==> src/rtl/fetch_unit_pkg.sv <==
// Shared fetch/decode definitions: next-PC opcodes,
// fetch FSM state encoding and default reset PC.
package cpu_defs;

    localparam logic [3:0] NPC_PLUS4  = 4'd0;
    localparam logic [3:0] NPC_BRANCH = 4'd1;
    localparam logic [3:0] NPC_JUMP   = 4'd2;
    localparam logic [3:0] NPC_JR     = 4'd3;

    localparam logic [31:0] RESET_PC_DEF = 32'h0000_3000;

    typedef enum logic [1:0] {
        ST_REQ  = 2'd0,
        ST_WAIT = 2'd1,
        ST_HOLD = 2'd2,
        ST_HALT = 2'd3
    } fetch_state_e;

endpackage

==> src/rtl/fetch_unit_npc_calc.sv <==
// Combinational next-PC selection for the fetch stage.
// Flags a misaligned JR target and then keeps the PC.
module npc_calc
    import cpu_defs::*;
(
    input  logic [31:0] pc,
    input  logic [31:0] instr,
    input  logic [3:0]  npc_op,
    input  logic [31:0] ra,
    output logic [31:0] pc_plus4,
    output logic [31:0] npc,
    output logic        misalign
);

    assign pc_plus4 = pc + 32'd4;

    // Select the committed next PC; unknown opcodes fall back to PLUS4
    always_comb begin
        npc      = pc_plus4;
        misalign = 1'b0;
        case (npc_op)
            NPC_BRANCH: npc = pc_plus4
                            + {{14{instr[15]}}, instr[15:0], 2'b00};
            NPC_JUMP:   npc = {pc_plus4[31:28], instr[25:0], 2'b00};
            NPC_JR: begin
                if (ra[1:0] != 2'b00) begin
                    npc      = pc;
                    misalign = 1'b1;
                end else begin
                    npc = ra;
                end
            end
            default:    npc = pc_plus4;
        endcase
    end

endmodule

==> src/rtl/fetch_unit.sv <==
// Instruction fetch stage: PC register, one-outstanding imem
// request FSM, decode handoff and next-PC commit.
module fetch_unit
    import cpu_defs::*;
#(
    parameter logic [31:0] RESET_PC = RESET_PC_DEF
) (
    input  logic        clk,
    input  logic        rstn,
    output logic        imem_req_valid,
    input  logic        imem_req_ready,
    output logic [31:0] imem_addr,
    input  logic        imem_rsp_valid,
    input  logic [31:0] imem_rsp_data,
    output logic        instr_valid,
    input  logic        instr_ready,
    output logic [31:0] instr,
    output logic [31:0] pc,
    output logic [31:0] pc_plus4,
    input  logic [3:0]  npc_op,
    input  logic [31:0] ra,
    output logic        exc_misalign
);

    fetch_state_e state;
    fetch_state_e state_nxt;
    logic [31:0]  npc;
    logic         misalign;
    logic         commit;

    npc_calc u_npc (
        .pc       (pc),
        .instr    (instr),
        .npc_op   (npc_op),
        .ra       (ra),
        .pc_plus4 (pc_plus4),
        .npc      (npc),
        .misalign (misalign)
    );

    assign commit = (state == ST_HOLD) && instr_ready;

    // State register
    always_ff @(posedge clk) begin
        if (!rstn) state <= ST_REQ;
        else       state <= state_nxt;
    end

    // Next-state logic
    always_comb begin
        state_nxt = state;
        case (state)
            ST_REQ:  if (imem_req_ready) state_nxt = ST_WAIT;
            ST_WAIT: if (imem_rsp_valid) state_nxt = ST_HOLD;
            ST_HOLD: if (instr_ready)
                         state_nxt = misalign ? ST_HALT : ST_REQ;
            ST_HALT: state_nxt = ST_HALT;
            default: state_nxt = ST_REQ;
        endcase
    end

    // Outputs; request is masked while reset is asserted
    always_comb begin
        imem_req_valid = (state == ST_REQ) && rstn;
        instr_valid    = (state == ST_HOLD) && rstn;
        imem_addr      = {pc[31:2], 2'b00};
    end

    // PC, instruction and sticky exception registers
    always_ff @(posedge clk) begin
        if (!rstn) begin
            pc           <= RESET_PC;
            instr        <= 32'd0;
            exc_misalign <= 1'b0;
        end else begin
            if ((state == ST_WAIT) && imem_rsp_valid)
                instr <= imem_rsp_data;
            if (commit) begin
                if (misalign) exc_misalign <= 1'b1;
                else          pc           <= npc;
            end
        end
    end

endmodule

==> config.mk <==
export PLATFORM = sky130hd
export DESIGN_NAME = fetch_unit
export DESIGN_NICKNAME = d
export VERILOG_FILES = /design/src/rtl/fetch_unit_pkg.sv /design/src/rtl/fetch_unit_npc_calc.sv /design/src/rtl/fetch_unit.sv
export SDC_FILE = /design/constraint.sdc
export NUM_CORES = 1
export LEC_CHECK = 0
export ABC_AREA = 1
export CORE_MARGIN = 5
export CORE_UTILIZATION = 25
export DETAILED_ROUTE_END_ITERATION = 12
export DONT_BUFFER_PORTS = 1
export HOLD_SLACK_MARGIN = 0.12
export PLACE_DENSITY = 0.5
export SLEW_MARGIN = 25
export SYNTH_ARGS = -nofsm -noshare
export SYNTH_HDL_FRONTEND = slang
export SYNTH_SLANG_ARGS = --single-unit
==> constraint.sdc <==
create_clock -name clk -period 3.97 [get_ports clk]
set_clock_uncertainty 0.2 [all_clocks]
set_input_delay 0.9925 -clock clk [delete_from_list [all_inputs] [get_ports clk]]
set_output_delay 0.9925 -clock clk [all_outputs]
set_load 0.02 [all_outputs]
==> flow_summary.ini <==
[placement]
dpl_cell_area_um2 = 6910
portBuffers = 0
place_congestion = 0.939
dp_cells = 1377
dp_hpwl_um = 22700

[setup_path]
crit_chain = ha_1 -> nand2_1 -> inv_1 -> nand3_4 -> nor2_4 -> nand4_1 -> xor2_1 -> inv_1 -> ha_1 -> nand2_1 -> nor2_1 -> nand2_1 -> nor2_1 -> nand2_1 -> nand3_1 -> nand2_1 -> nand3_1 -> nand2_1 -> nand2_1 -> a21oi_1
worst_setup_path_start_kind = register
cp_data_arrival_time_ps = 3640
cp_max_fo = 5
slowest_stage = ha_1
r2r_slack_ps = 350
worstRegToRegCells = 20
cpPeakStageDelay_ps = 390
worstSetupEndpoint = pc[27]
reg2reg_to = pc[27]
startpoint = pc[2]
required_ps = 3990
path_class = reg -> reg
path_common_cell = nand2_1
endpoint_kind = register
rr_startpoint = pc[2]

[power]
ir_drop_v = 0.000154
pwr_density_cell_nw_per_um2 = 275
p_leak_nw = 3.44

[die]
start_util_pct = 25.4
core_region_area_um2 = 25300
ios = 204
row_count = 58
dieArea_um2 = 29000
die_x_um = 170
die_y_um = 170

[clock_tree]
post_cts_buffers = 0
clk_latency_ps = 350
ctsResizeCount = 0
numClockSinks = 67
root_buffer = clkbuf_16
htree_levels = 3
cts_inserted_buffers = 9
clock_path_buffers = 2
cts_hold_buf = 0
cts.reportedPaths.clkPinSlew_ps = 60
cts_tree = yes

[timing]
fin_crit_ps = 3620
finalHoldViolCount = 0
rsz0062_at_grt = false
report.final.slew_viol_count = 0
slew_headroom_pct = 38.6
fin_crit_sh_pct = 91.3
fin_setup_tns_ps = 0
finalSetupViolCount = 0
max_freq_mhz = 276
worst_slew_pin_slew_ps = 922

[synth]
yosysWarnings = 0
synthTopCellsByCount = 288 x nand2_1, 156 x inv_1, 105 x a21oi_1
seq_area_frac_synth_pct = 20.9
synth_cell_types = 49
synth_seq_cells = 67
synth-edff-count = 0
yosysMostFrequentCell = nand2_1
synth.area.top_cells = dfxtp_1 21%, nand2_1 17%, inv_1 9.1%
ys.flop_type = dfxtp_1
netlist_instances = 1049
synth_top_area_cell = dfxtp_1
syn_avg_cell_area_um2 = 6.12
async_flop_share_pct = 0
synth_top_cell_area_share_pct = 20.9
synth_area_um2 = 6420

[detailed_routing]
firstDrtPassIters = 5
viasPerCell = 4.93
ant_nets = 0
wl_um = 27500
vias = 6862
drt_iter0_markers = 524
drc = 0
wire_per_inst_um = 19.7

[cells_and_area]
syn2layout_area_growth_pct = 12.5
n_antenna_cell = 0
drive_above_1_share_pct = 12.1
fin_area_um2 = 7220
stdcell_count = 1392
fin_nets = 1166
nFillCells = 2897

[global_routing]
gr-usage-all-layers_pct = 18.4
antenna_found_initial = 3
grt_pass1_wl_um = 40100
grt_overflow = 0
first_global_vias = 6501
grt_max_degree = 59

[worst_hold_path]
hold_depth = 2
hold_path_class = reg -> reg

[run]
maxCapViolCount = 0

[status]
outcome = finished, final reports clean
==> per-stage QoR <==
stage	total power [mW]	utilization [%]	hold slack [ps]	setup WS (ps)
floorplan	1.06	-	274	580
detailed placement	1.17	27.4	291	338
finish	1.99	28.6	304	347
global placement	1.17	27.4	292	386
global route	2.08	28.6	323	23.6
CTS	2.00	28.5	302	297
==> registers in the layout (all words and copies together) (netlist names) <==
signal / count
state: 2
exc_misalign: 1
instr: 32
pc: 32
==> power by group <==
| group | internal, mW | switching (mW) |
|---|---|---|
| Combinational | 0.113 | 0.247 |
| Clock | 0.484 | 0.344 |
| Sequential | 0.712 | 0.0856 |
==> placed cells by master, fill, tap and decap left out, drive strengths merged <==
cell type  count
xnor2         11
nand3b         7
nor3           8
o211ai         3
o2111ai        6
o21a           1
a21oi        108
ha            34
nand2        300
clkbuf         9
o221ai         2
nand4         19
o21ai         68
or2            5
clkinv         3
inv          159
clkinvlp       2
nor3b          1
nor2          80
o31ai          1
a21o           1
dfxtp         67
nand3         55
xor2          15
and2           2
o22ai          2
buf           66
a221oi        10
bufinv         1
nor4           2
conb           2
fa             1
o21bai        11
==> worst min-delay path by stage <==
| stage | endpoint | from | slack, ps |
|---|---|---|---|
| floorplan | state[1] | state[1] | 270 |
| global placement | pc[27] | pc[27] | 290 |
| detailed placement | pc[27] | pc[27] | 290 |
| CTS | pc[6] | pc[6] | 300 |
| global route | pc[27] | pc[27] | 320 |
| finish | pc[27] | pc[27] | 300 |
==> kinds of logic after synthesis <==
kind of cell	count (synthesis)	synth area share, %
AOI/OAI and AO/OA	213	18.8
adders and majority gates	35	6.94
DFF	67	20.9
other	1	0.0584
xor gates and xnor gates	26	3.78
buffers and inverters	228	16.2
and+or+nand+nor	479	33.4
==> critical path, delay by kind of cell, from the launching register on <==
| kind | cells | cell delay [ps] |
|---|---|---|
| xor gates and xnor gates | 1 | 320 |
| DFF | 1 | 370 |
| buffers and inverters | 2 | 280 |
| and+or+nand+nor | 14 | 1650 |
| adders and majority gates | 2 | 590 |
| AOI/OAI and AO/OA | 1 | 70 |
==> layer usage <==
| layer | share of wire, % | global-route usage (%) | vias to the layer above |
|---|---|---|---|
| met5 | 0.12 | 0 | - |
| met4 | 2.3 | 4.72 | 6 |
| met3 | 12 | 7.53 | 44 |
| met2 | 44 | 28.9 | 323 |
| met1 | 42 | 23.5 | 3117 |
| li1 | - | - | 3372 |
==> final cells by class <==
class	count	area, µm²	area share (%)
Clock inverter	6	67.6	0.936
Inverter	159	599	8.30
Sequential cell	67	1340	18.6
Tap cell	330	413	5.72
Multi-Input combinational cell	755	4070	56.3
Timing Repair Buffer	66	508	7.04
Clock buffer	9	225	3.12
No activity file was read; power rests on OpenSTA's default activity.
